### src/rtl/amo_sequencer_pkg.sv
// Shared RISC-V / sequencer types for the RV32A atomic sequencer.
// Holds the AMO opcodes, exception codes, FSM states and the latched request.
package amo_sequencer_pkg;

  // RV32A funct5 encodings
  typedef enum logic [4:0] {
    AmoAdd  = 5'b00000,
    AmoSwap = 5'b00001,
    AmoLr   = 5'b00010,
    AmoSc   = 5'b00011,
    AmoXor  = 5'b00100,
    AmoOr   = 5'b01000,
    AmoAnd  = 5'b01100,
    AmoMin  = 5'b10000,
    AmoMax  = 5'b10100,
    AmoMinu = 5'b11000,
    AmoMaxu = 5'b11100
  } amo_t;

  typedef enum logic [4:0] {
    ExcInstAddrMisaligned     = 5'd0,
    ExcIllegalInst            = 5'd2,
    ExcStoreAmoAddrMisaligned = 5'd6
  } exception_code_t;

  typedef enum logic [2:0] {
    StIdle,
    StReadReq,
    StReadWait,
    StWriteReq,
    StResult
  } amo_seq_state_t;

  // Widest instruction ID the request struct can carry.
  localparam int unsigned AmoIdMaxW = 8;

  typedef struct packed {
    amo_t                 op;
    logic [31:0]          addr;
    logic [31:0]          data;
    logic [AmoIdMaxW-1:0] id;
  } amo_request_t;

  function automatic logic is_amo_op(input logic [4:0] fn5);
    case (fn5)
      AmoAdd, AmoSwap, AmoLr, AmoSc, AmoXor, AmoOr, AmoAnd,
      AmoMin, AmoMax, AmoMinu, AmoMaxu: is_amo_op = 1'b1;
      default:                          is_amo_op = 1'b0;
    endcase
  endfunction

  function automatic logic same_granule(input logic [31:0] a, input logic [31:0] b,
                                        input int unsigned gran_w);
    same_granule = ((a >> gran_w) == (b >> gran_w));
  endfunction

endpackage

### src/rtl/amo_sequencer_alu.sv
// Combinational AMO compute: new memory value from the old value and rs2.
// Kept standalone so a cache-side AMO unit can reuse it.
module amo_sequencer_alu
  import amo_sequencer_pkg::*;
(
  input  amo_t        op,
  input  logic [31:0] old_data,
  input  logic [31:0] rs2_data,
  output logic [31:0] new_data
);

  always_comb begin
    new_data = rs2_data;
    case (op)
      AmoAdd:  new_data = old_data + rs2_data;
      AmoXor:  new_data = old_data ^ rs2_data;
      AmoAnd:  new_data = old_data & rs2_data;
      AmoOr:   new_data = old_data | rs2_data;
      AmoMin:  new_data = ($signed(old_data) <= $signed(rs2_data)) ? old_data : rs2_data;
      AmoMax:  new_data = ($signed(old_data) >= $signed(rs2_data)) ? old_data : rs2_data;
      AmoMinu: new_data = (old_data <= rs2_data) ? old_data : rs2_data;
      AmoMaxu: new_data = (old_data >= rs2_data) ? old_data : rs2_data;
      default: new_data = rs2_data;  // SWAP; LR never writes, SC writes rs2 directly
    endcase
  end

endmodule

### src/rtl/amo_sequencer.sv
// RV32A atomic sequencer: runs one AMO/LR/SC at a time as read/modify/write on a
// single-ported data memory and holds the single LR/SC reservation.
module amo_sequencer
  import amo_sequencer_pkg::*;
#(
  parameter int unsigned ID_W       = 3,  // must not exceed AmoIdMaxW
  parameter int unsigned RES_GRAN_W = 2
) (
  input  logic            clk,
  input  logic            rst,
  input  logic            req_valid,
  output logic            req_ready,
  input  logic [4:0]      req_op,
  input  logic [31:0]     req_addr,
  input  logic [31:0]     req_data,
  input  logic [ID_W-1:0] req_id,
  output logic            mem_req_valid,
  input  logic            mem_req_ready,
  output logic            mem_we,
  output logic [31:0]     mem_addr,
  output logic [31:0]     mem_wdata,
  input  logic            mem_rvalid,
  input  logic [31:0]     mem_rdata,
  input  logic            snoop_valid,
  input  logic [31:0]     snoop_addr,
  output logic            result_valid,
  output logic [31:0]     result_data,
  output logic [ID_W-1:0] result_id,
  output logic            result_exception,
  output logic [4:0]      result_ecode,
  output logic            reservation_valid
);

  amo_seq_state_t  state_q;
  amo_request_t    req_q;
  logic [31:0]     new_q;
  logic [31:0]     rd_q;
  logic            exc_q;
  exception_code_t ecode_q;
  logic            res_valid_q;
  logic [31:0]     res_addr_q;
  logic [31:0]     alu_new;

  logic accept;
  logic sc_accept;
  logic sc_success;
  logic lr_set;
  logic snoop_hits_res;
  logic snoop_hits_req;
  logic snoop_hits_lr;
  logic unused_id_bits;

  amo_sequencer_alu u_alu (
    .op       (req_q.op),
    .old_data (mem_rdata),
    .rs2_data (req_q.data),
    .new_data (alu_new)
  );

  assign accept         = (state_q == StIdle) && req_valid;
  assign sc_accept      = accept && (req_op == AmoSc);
  assign snoop_hits_res = snoop_valid && same_granule(snoop_addr, res_addr_q, RES_GRAN_W);
  assign snoop_hits_req = snoop_valid && same_granule(snoop_addr, req_addr, RES_GRAN_W);
  assign snoop_hits_lr  = snoop_valid && same_granule(snoop_addr, req_q.addr, RES_GRAN_W);
  // A snoop landing in the same cycle as the SC kills it even though the flop hasn't cleared yet.
  assign sc_success     = res_valid_q && same_granule(req_addr, res_addr_q, RES_GRAN_W) &&
                          !snoop_hits_req;
  assign lr_set         = (state_q == StReadWait) && mem_rvalid && (req_q.op == AmoLr);

  always_ff @(posedge clk or posedge rst) begin
    if (rst) begin
      state_q <= StIdle;
      req_q   <= '0;
      new_q   <= '0;
      rd_q    <= '0;
      exc_q   <= 1'b0;
      ecode_q <= exception_code_t'('0);
    end else begin
      unique case (state_q)
        StIdle: begin
          if (req_valid) begin
            req_q <= '{op: amo_t'(req_op), addr: req_addr, data: req_data,
                       id: AmoIdMaxW'(req_id)};
            exc_q <= 1'b0;
            rd_q  <= '0;
            if (req_addr[1:0] != 2'b00) begin
              exc_q   <= 1'b1;
              ecode_q <= ExcStoreAmoAddrMisaligned;
              state_q <= StResult;
            end else if (!is_amo_op(req_op)) begin
              exc_q   <= 1'b1;
              ecode_q <= ExcIllegalInst;
              state_q <= StResult;
            end else if (req_op == AmoSc) begin
              if (sc_success) begin
                new_q   <= req_data;
                state_q <= StWriteReq;
              end else begin
                rd_q    <= 32'd1;
                state_q <= StResult;
              end
            end else begin
              state_q <= StReadReq;
            end
          end
        end
        StReadReq: begin
          if (mem_req_ready) state_q <= StReadWait;
        end
        StReadWait: begin
          if (mem_rvalid) begin
            rd_q    <= mem_rdata;
            new_q   <= alu_new;
            state_q <= (req_q.op == AmoLr) ? StResult : StWriteReq;
          end
        end
        StWriteReq: begin
          if (mem_req_ready) state_q <= StResult;
        end
        StResult: state_q <= StIdle;
        default:  state_q <= StIdle;
      endcase
    end
  end

  always_ff @(posedge clk or posedge rst) begin
    if (rst) begin
      res_valid_q <= 1'b0;
      res_addr_q  <= '0;
    end else if (lr_set) begin
      res_valid_q <= !snoop_hits_lr;
      res_addr_q  <= req_q.addr;
    end else if (sc_accept || snoop_hits_res) begin
      res_valid_q <= 1'b0;
    end
  end

  assign req_ready         = (state_q == StIdle);
  assign mem_req_valid     = (state_q == StReadReq) || (state_q == StWriteReq);
  assign mem_we            = (state_q == StWriteReq);
  assign mem_addr          = req_q.addr & 32'hFFFF_FFFC;
  assign mem_wdata         = new_q;
  assign result_valid      = (state_q == StResult);
  assign result_data       = rd_q;
  assign result_id         = req_q.id[ID_W-1:0];
  assign result_exception  = exc_q;
  assign result_ecode      = ecode_q;
  assign reservation_valid = res_valid_q;

  assign unused_id_bits = ^(req_q.id >> ID_W);

endmodule
### config.mk
export PLATFORM = sky130hd
export DESIGN_NAME = amo_sequencer
export DESIGN_NICKNAME = d
export VERILOG_FILES = /design/src/rtl/amo_sequencer_pkg.sv /design/src/rtl/amo_sequencer_alu.sv /design/src/rtl/amo_sequencer.sv
export SDC_FILE = /design/constraint.sdc
export NUM_CORES = 1
export LEC_CHECK = 0
export ABC_AREA = 0
export BUFFER_PORTS_ARGS = -buffer_cell sky130_fd_sc_hd__buf_2
export CORE_MARGIN = 8
export CORE_UTILIZATION = 30
export DETAILED_ROUTE_END_ITERATION = 6
export HOLD_SLACK_MARGIN = 0.12
export PLACE_DENSITY = 0.53
export SYNTH_ARGS = -nofsm -noshare
export SYNTH_HDL_FRONTEND = slang
export SYNTH_HIERARCHICAL = 1
export SYNTH_SLANG_ARGS = --single-unit
### constraint.sdc
create_clock -name clk -period 5.7 [get_ports clk]
set_input_delay 0.57 -clock clk [delete_from_list [all_inputs] [get_ports clk]]
set_output_delay 0.57 -clock clk [all_outputs]
set_load 0.02 [all_outputs]
=== Word level (Yosys, flattened, before mapping) ===
Memory sizes are Yosys's and may differ from the RTL's.
Index checks and enable logic that the tools add are counted.

* Add/subtract/negate cells: 1
* $lt $le $gt $ge: 4
* Equality and inequality tests: 26
* Mux-type cells: 38
* Bitwise logic cells: 3
* Reduce and logical (&&, ||, !) cells: 23

{| class="wikitable"
|+ Operators by type and width
! operator !! count
|-
| 32-bit two-way mux || 12
|-
| 32-bit one-hot mux with 8 select lines || 1
|-
| 32-bit one-hot mux with 2 select lines || 2
|-
| 30-bit equality test || 4
|-
| 32-bit greater-or-equal comparator || 2
|-
| 32-bit less-or-equal comparator || 2
|-
| 32-bit adder || 1
|-
| 32-bit bitwise AND || 1
|-
| 32-bit bitwise OR || 1
|-
| 32-bit XOR || 1
|-
| 3-bit two-way mux || 9
|-
| 5-bit equality test (second input constant) || 4
|-
| 2-bit inequality test (second input constant) || 6
|-
| 3-bit one-hot mux with 4 select lines || 1
|-
| 1-bit two-way mux || 11
|-
| 5-bit by 2-bit equality test with 1-bit output (second input constant) || 2
|-
| 5-bit by 4-bit equality test with 1-bit output (second input constant) || 2
|-
| 5-bit two-way mux || 2
|-
| 1-bit logical AND || 9
|-
| 7-bit AND reduction || 1
|-
| 3-bit by 2-bit equality test with 1-bit output (second input constant) || 2
|-
| 2-bit by 1-bit inequality test with 1-bit output (second input constant) || 3
|-
| 3-bit AND reduction || 2
|-
| 2-bit nonzero test || 3
|-
| 9 further kinds || 11
|}

* Register bits: 178
* Bits in read-only memories: 32
* Bits of input ports: 142
* Output and inout bits: 110
* Memories: 1

{| class="wikitable"
|+ Memories
! name !! words !! width !! read ports !! clocked after Yosys merged registers in !! write ports !! line !! RTL
|-
| (name not given) || 32 || 1 || 1 || 0 || 0 || amo_sequencer_pkg.sv:45 || <nowiki>case (fn5)</nowiki>
|}

=== Depth between registers and ports, before layout ===
* Depth in word-level cells: 10
* Depth in mapped cells: 16
* Gate-level depth less buffers: 14

=== Hierarchy ===
The synthesis kept the hierarchy.

{| class="wikitable"
|+ Modules (own cells, without submodules)
! module !! instances !! cells an instance !! area each (µm²) !! seq. area each (µm²)
|-
| amo_sequencer || 1 || 884 || 8,550.7 || 4,279.1
|-
| amo_sequencer_alu || 1 || 720 || 4,922.2 || 0.0
|}

=== Worst setup path after synthesis ===
Ideal clock, no wire load.

* Path type: input to register
* Start: input mem_rdata[27]
* End: register new_q[4] (netlist: mem_wdata[4])
* Library setup time: 126 ps
* Data arrival time: 3,657 ps
* Required time: 5,574 ps
* Setup slack: 1,917 ps
* Cell stages on the path: 15
* Buffers on the path: 2
* Cell sequence: inv_1 -> ha_1 -> buf_2 -> nor4_2 -> nand4_1 -> nor4_4 -> nor2_1 -> mux2i_2 -> nor3_1 -> or2_1 -> buf_6 -> nand3b_1 -> a21o_1 -> and3_1 -> a221o_1

* Word-level cells in the longest chain between the ends: 5

{| class="wikitable"
|+ RTL lines
! element !! line !! RTL
|-
| start, declared || amo_sequencer.sv:23 || <nowiki>input logic [31:0] mem_rdata,</nowiki>
|-
| 32-bit greater-or-equal comparator, or another cell as far along || amo_sequencer_alu.sv:22 || <nowiki>AmoMaxu: new_data = (old_data >= rs2_data) ? old_data : rs2_data;</nowiki>
|-
| 32-bit two-way mux, on equally long branches || n/a ||
|-
| 32-bit one-hot mux with 8 select lines (*) || amo_sequencer_alu.sv:14 || <nowiki>case (op)</nowiki>
|-
| net alu_new[4] || amo_sequencer.sv:42 || <nowiki>logic [31:0] alu_new;</nowiki>
|-
| 32-bit two-way mux (*) || amo_sequencer.sv:111 || <nowiki>if (mem_rvalid) begin</nowiki>
|-
| 32-bit one-hot mux with 2 select lines (*) || amo_sequencer.sv:79 || <nowiki>unique case (state_q)</nowiki>
|-
| end signal, assigned || amo_sequencer.sv:96 || <nowiki>new_q <= req_data;</nowiki>
|-
| end signal, assigned || amo_sequencer.sv:113 || <nowiki>new_q <= alu_new;</nowiki>
|-
| end, declared || amo_sequencer.sv:36 || <nowiki>logic [31:0] new_q;</nowiki>
|}

The timed path passes the listed nets; every way through them passes the cells marked *. The select of a mux whose other input is x is not followed.
A chain may end at the register's enable or synchronous reset.

=== Worst setup path in the final report ===
* Start: register req_q[38] in the netlist's numbering
* End: register new_q[28] (netlist: mem_wdata[28])

* Word-level cells in the longest chain between the ends: 5

{| class="wikitable"
|+ RTL lines
! element !! line !! RTL
|-
| start, declared || amo_sequencer.sv:35 || <nowiki>amo_request_t req_q;</nowiki>
|-
| start signal, assigned || amo_sequencer.sv:82 || <nowiki>req_q <= '{op: amo_t'(req_op), addr: req_addr, data: req_data,</nowiki>
|-
| 32-bit greater-or-equal comparator, or another cell as far along || amo_sequencer_alu.sv:22 ||
|-
| 32-bit two-way mux, on equally long branches || n/a ||
|-
| 32-bit one-hot mux with 8 select lines (*) || amo_sequencer_alu.sv:14 ||
|-
| net alu_new[28] || amo_sequencer.sv:42 ||
|-
| 32-bit two-way mux (*) || amo_sequencer.sv:111 ||
|-
| 32-bit one-hot mux with 2 select lines (*) || amo_sequencer.sv:79 ||
|}

Marked as above.

==> metrics.md <==
| Metric | Value |
|---|---|
| Antenna Violating Nets Remaining | 0 |
| Hold WS | between 0.2 and 0.25 ns |
| #FFs+latches synth | 171 |
| Crit path arrival time | 5.08 ns |
| Most numerous cell in the Yosys netlist | nand2_1 |
| Max Transition Viols Final | 0 |
| Buffer depth of the longest clock path | 2 |
| Post-synth top area cell | dfrtp_1 |
| Worst setup path startpoint | req_q[38] |
| Worst path required time | 6.08 ns |
| LEAKAGE | 7.744 nW |
| Final setup viols | 0 |
| CP cell instances | inv_1, ha_1, nor4_2, nand4_1, inv_1, o41a_2, nor3_2, a211oi_4, o221ai_4, a221o_1, a211oi_1, o22ai_1, and3_1, a221o_1 |
| Mapped cell area | 13470 um^2 |
| TritonCTS Sinks | 171 |
| Core Box Area | 44320 um^2 |
| Post-Synthesis Cells | 1604 |
| Synth cell count leaders | 321 x nand2_1, 171 x dfrtp_1, 99 x xnor2_1 |
| Slowest CP cell | a211oi_4 |
| Top cell type's share of synthesized area | 31.76% |
| Startpoint Class | flop |
| Status | finished, final reports clean |
| Min Tclk post-route | 4.706 ns |
| Worst skew pair latency | 0.50 ns |
| H-tree levels | 4 |
| Gpl congestion | 0.9052 |
| Synth cell types | 78 |
| Remaining DRCs | 0 |
| Die Ht | 227.9 um |
| # IOs | 252 |
| Post-DP Area | 14910 um^2 |
| Buf+Inv Stages, Crit Path | 2 |
| Peak Freq | 212.5 MHz |
| Synth area leaders | dfrtp_1 32%, nand2_1 8.9%, ha_1 8.9% |
| Vias in the first global route | 12369 |
| Clock transition at path regs | 0.08 ns |
| 1st-iter DRT viols | just under 1000 |
| Resize count post-CTS | 0 |
| Slew @ Worst Pin | around 1.0 ns |
| Synth Area per Inst | around 8.4 um^2 |
| Wire per inst | 21.09 um |
| Total congestion overflow | 0 |
| Max-Cap Viols | 0 |
| Initial antenna violation count | 8 |
| First-pass GRT wire length | between 70 and 80 mm |
| Hold Vio Cnt, Final | 0 |
| RSZ-0062 raised after global routing | no |
| Setup slack after layout | 0.9940 ns |
| Crit-path max FO | 14 |
| Final WL | roughly 50 mm |
| Hold crit path type | in2async |
| Final HPWL DP | about 37 mm |
| Setup Total Neg Slack | 0 ns |
| CTS tree | done |
| Layout Nets | about 2000 |
| Share of post-route cells with drive strength above 1 | around a fifth |
| Sequential fraction of the synthesis area | a little under a third |
| Vias per cell | between 5 and 6 |
| Number of buffers created by CTS | 17 |
| Largest net degree at the start of global routing | 115 |
| Via count | roughly 12000 |
| Initial Util | ~30% |
| Clock root buffer | clkbuf_16 |
| Clk_skew | 0.02084 ns |
| Final period util | 82.56% |
| # hold bufs at CTS | 0 |
| Post-synth EDFFs | 0 |
| Num rows | 77 |
| Total track usage | 18.66% |
| Slew margin rel. | 30.78% |
| Critical path class | reg2reg |
| YS warnings | 6 |
| FFs w/ async S/R, synth | 100.0% |
| Die Area | 51950 um^2 |
| Die span in x | ~230 um |
| I/O Buffers | between 200 and 250 |
| Post-CTS setup buffers | 0 |
| Reg2Reg Launch Point | req_q[38] |
| CP delay by family, top | compound AO/OA/AOI/OAI gates |
| CP Capture Type | flop |
| Finished layout cell area | 15500 um^2 |
| Syn-to-layout area delta | 15.02% |
| Drt pass-1 iters | 5 |
| CP peak stage delay | 0.65 ns |
| Synth Flop Type | dfrtp_1 |
| Pre-CTS setup slack | approximately 0.7 ns |
| PwrDens | roughly 540 nW/um^2 |
| Max VDD drop | 283.1 uV |
## cells by family after synthesis
family                   count (synthesis)  synth area share (%)
XOR/XNOR                               147                 9.556
adder cells (fa/ha/maj)                 97                 9.064
flip-flops                             171                 31.76
multiplexers                            37                 3.055
AND/OR/NAND/NOR                        604                 20.79
other                                    1               0.02783
AO/OA/AOI/OAI                          333                 18.07
buffers and inverters                  214                 7.671
## worst paths after layout
path	end	slack (ns)	depth (start not counted)
setup reg to reg	mem_wdata[28]	0.99	14
hold reg to reg	result_data[4]	0.46	2
setup / recovery	mem_wdata[28]	0.99	14
hold / removal	mem_addr[24]	0.23	2
max in group asynchronous	mem_wdata[3]	4.06	3
min in group clk	result_id[0]	0.26	3
## cell usage in the layout (no fill, tap or decap), drive strengths merged, types with 16 or more instances in the layout
cell type	count
nand2	321
buf	262
dfrtp	171
xnor2	99
ha	96
inv	88
a21oi	83
o21ai	73
nor2	65
nand3	51
xor2	48
a221o	42
nand4	40
and3	39
mux2	30
nor4	25
nor3	23
a221oi	20
clkbuf	18
o211ai	16
a211oi	16
## report_power, final
part           switching, mW  total (mW)  internal (mW)
clock network          0.613        1.20          0.584
logic                   3.17        4.94           1.77
registers              0.523        2.21           1.69
## worst reg2reg max path, cell delays in order, from the launching register on
cell,delay [ns]
dfrtp_1,0.42
inv_1,0.09
ha_1,0.39
nor4_2,0.51
nand4_1,0.34
inv_1,0.15
o41a_2,0.26
nor3_2,0.08
a211oi_4,0.65
o221ai_4,0.40
a221o_1,0.47
a211oi_1,0.25
o22ai_1,0.14
and3_1,0.17
a221o_1,0.25
## flip-flops by register name (all words and copies together), names as in the netlist
| name | flops |
|---|---|
| req_q | 37 |
| mem_wdata | 32 |
| result_data | 32 |
| mem_addr | 30 |
| res_addr_q | 30 |
| result_id | 3 |
| state_q | 3 |
| result_ecode | 2 |
| reservation_valid | 1 |
| result_exception | 1 |
## final cells by class
class	count	area, um^2
diodes	2	5.005
clock buffers	18	429.2
clock inverters	14	152.6
fillers	4683	28820
inverters	81	311.5
multi-input cells	1223	8209
flip-flops and latches	171	4279
well taps	592	740.7
repair buffers	262	1369
## routing by layer
metal / vias up / track usage (%) / share of wire (%)
met5: - / 0 / 0.088
met4: 8 / 5.254 / 1.7
li1: 5865 / - / -
met1: 6105 / 25.46 / 47
met3: 58 / 5.051 / 6.1
met2: 348 / 28.66 / 45
## metrics by stage
step / total power, mW / std cells / utilization [%]
detailed placement: 7.137 / 2329 / 33.64
finish: 8.350 / 2363 / 34.97
floorplan: 5.709 / 1608 / -
global route: 8.985 / 2362 / 34.96
global placement: 7.050 / 2329 / 33.64
CTS: 8.379 / 2361 / 34.95
(Power assumes the default switching activity.)
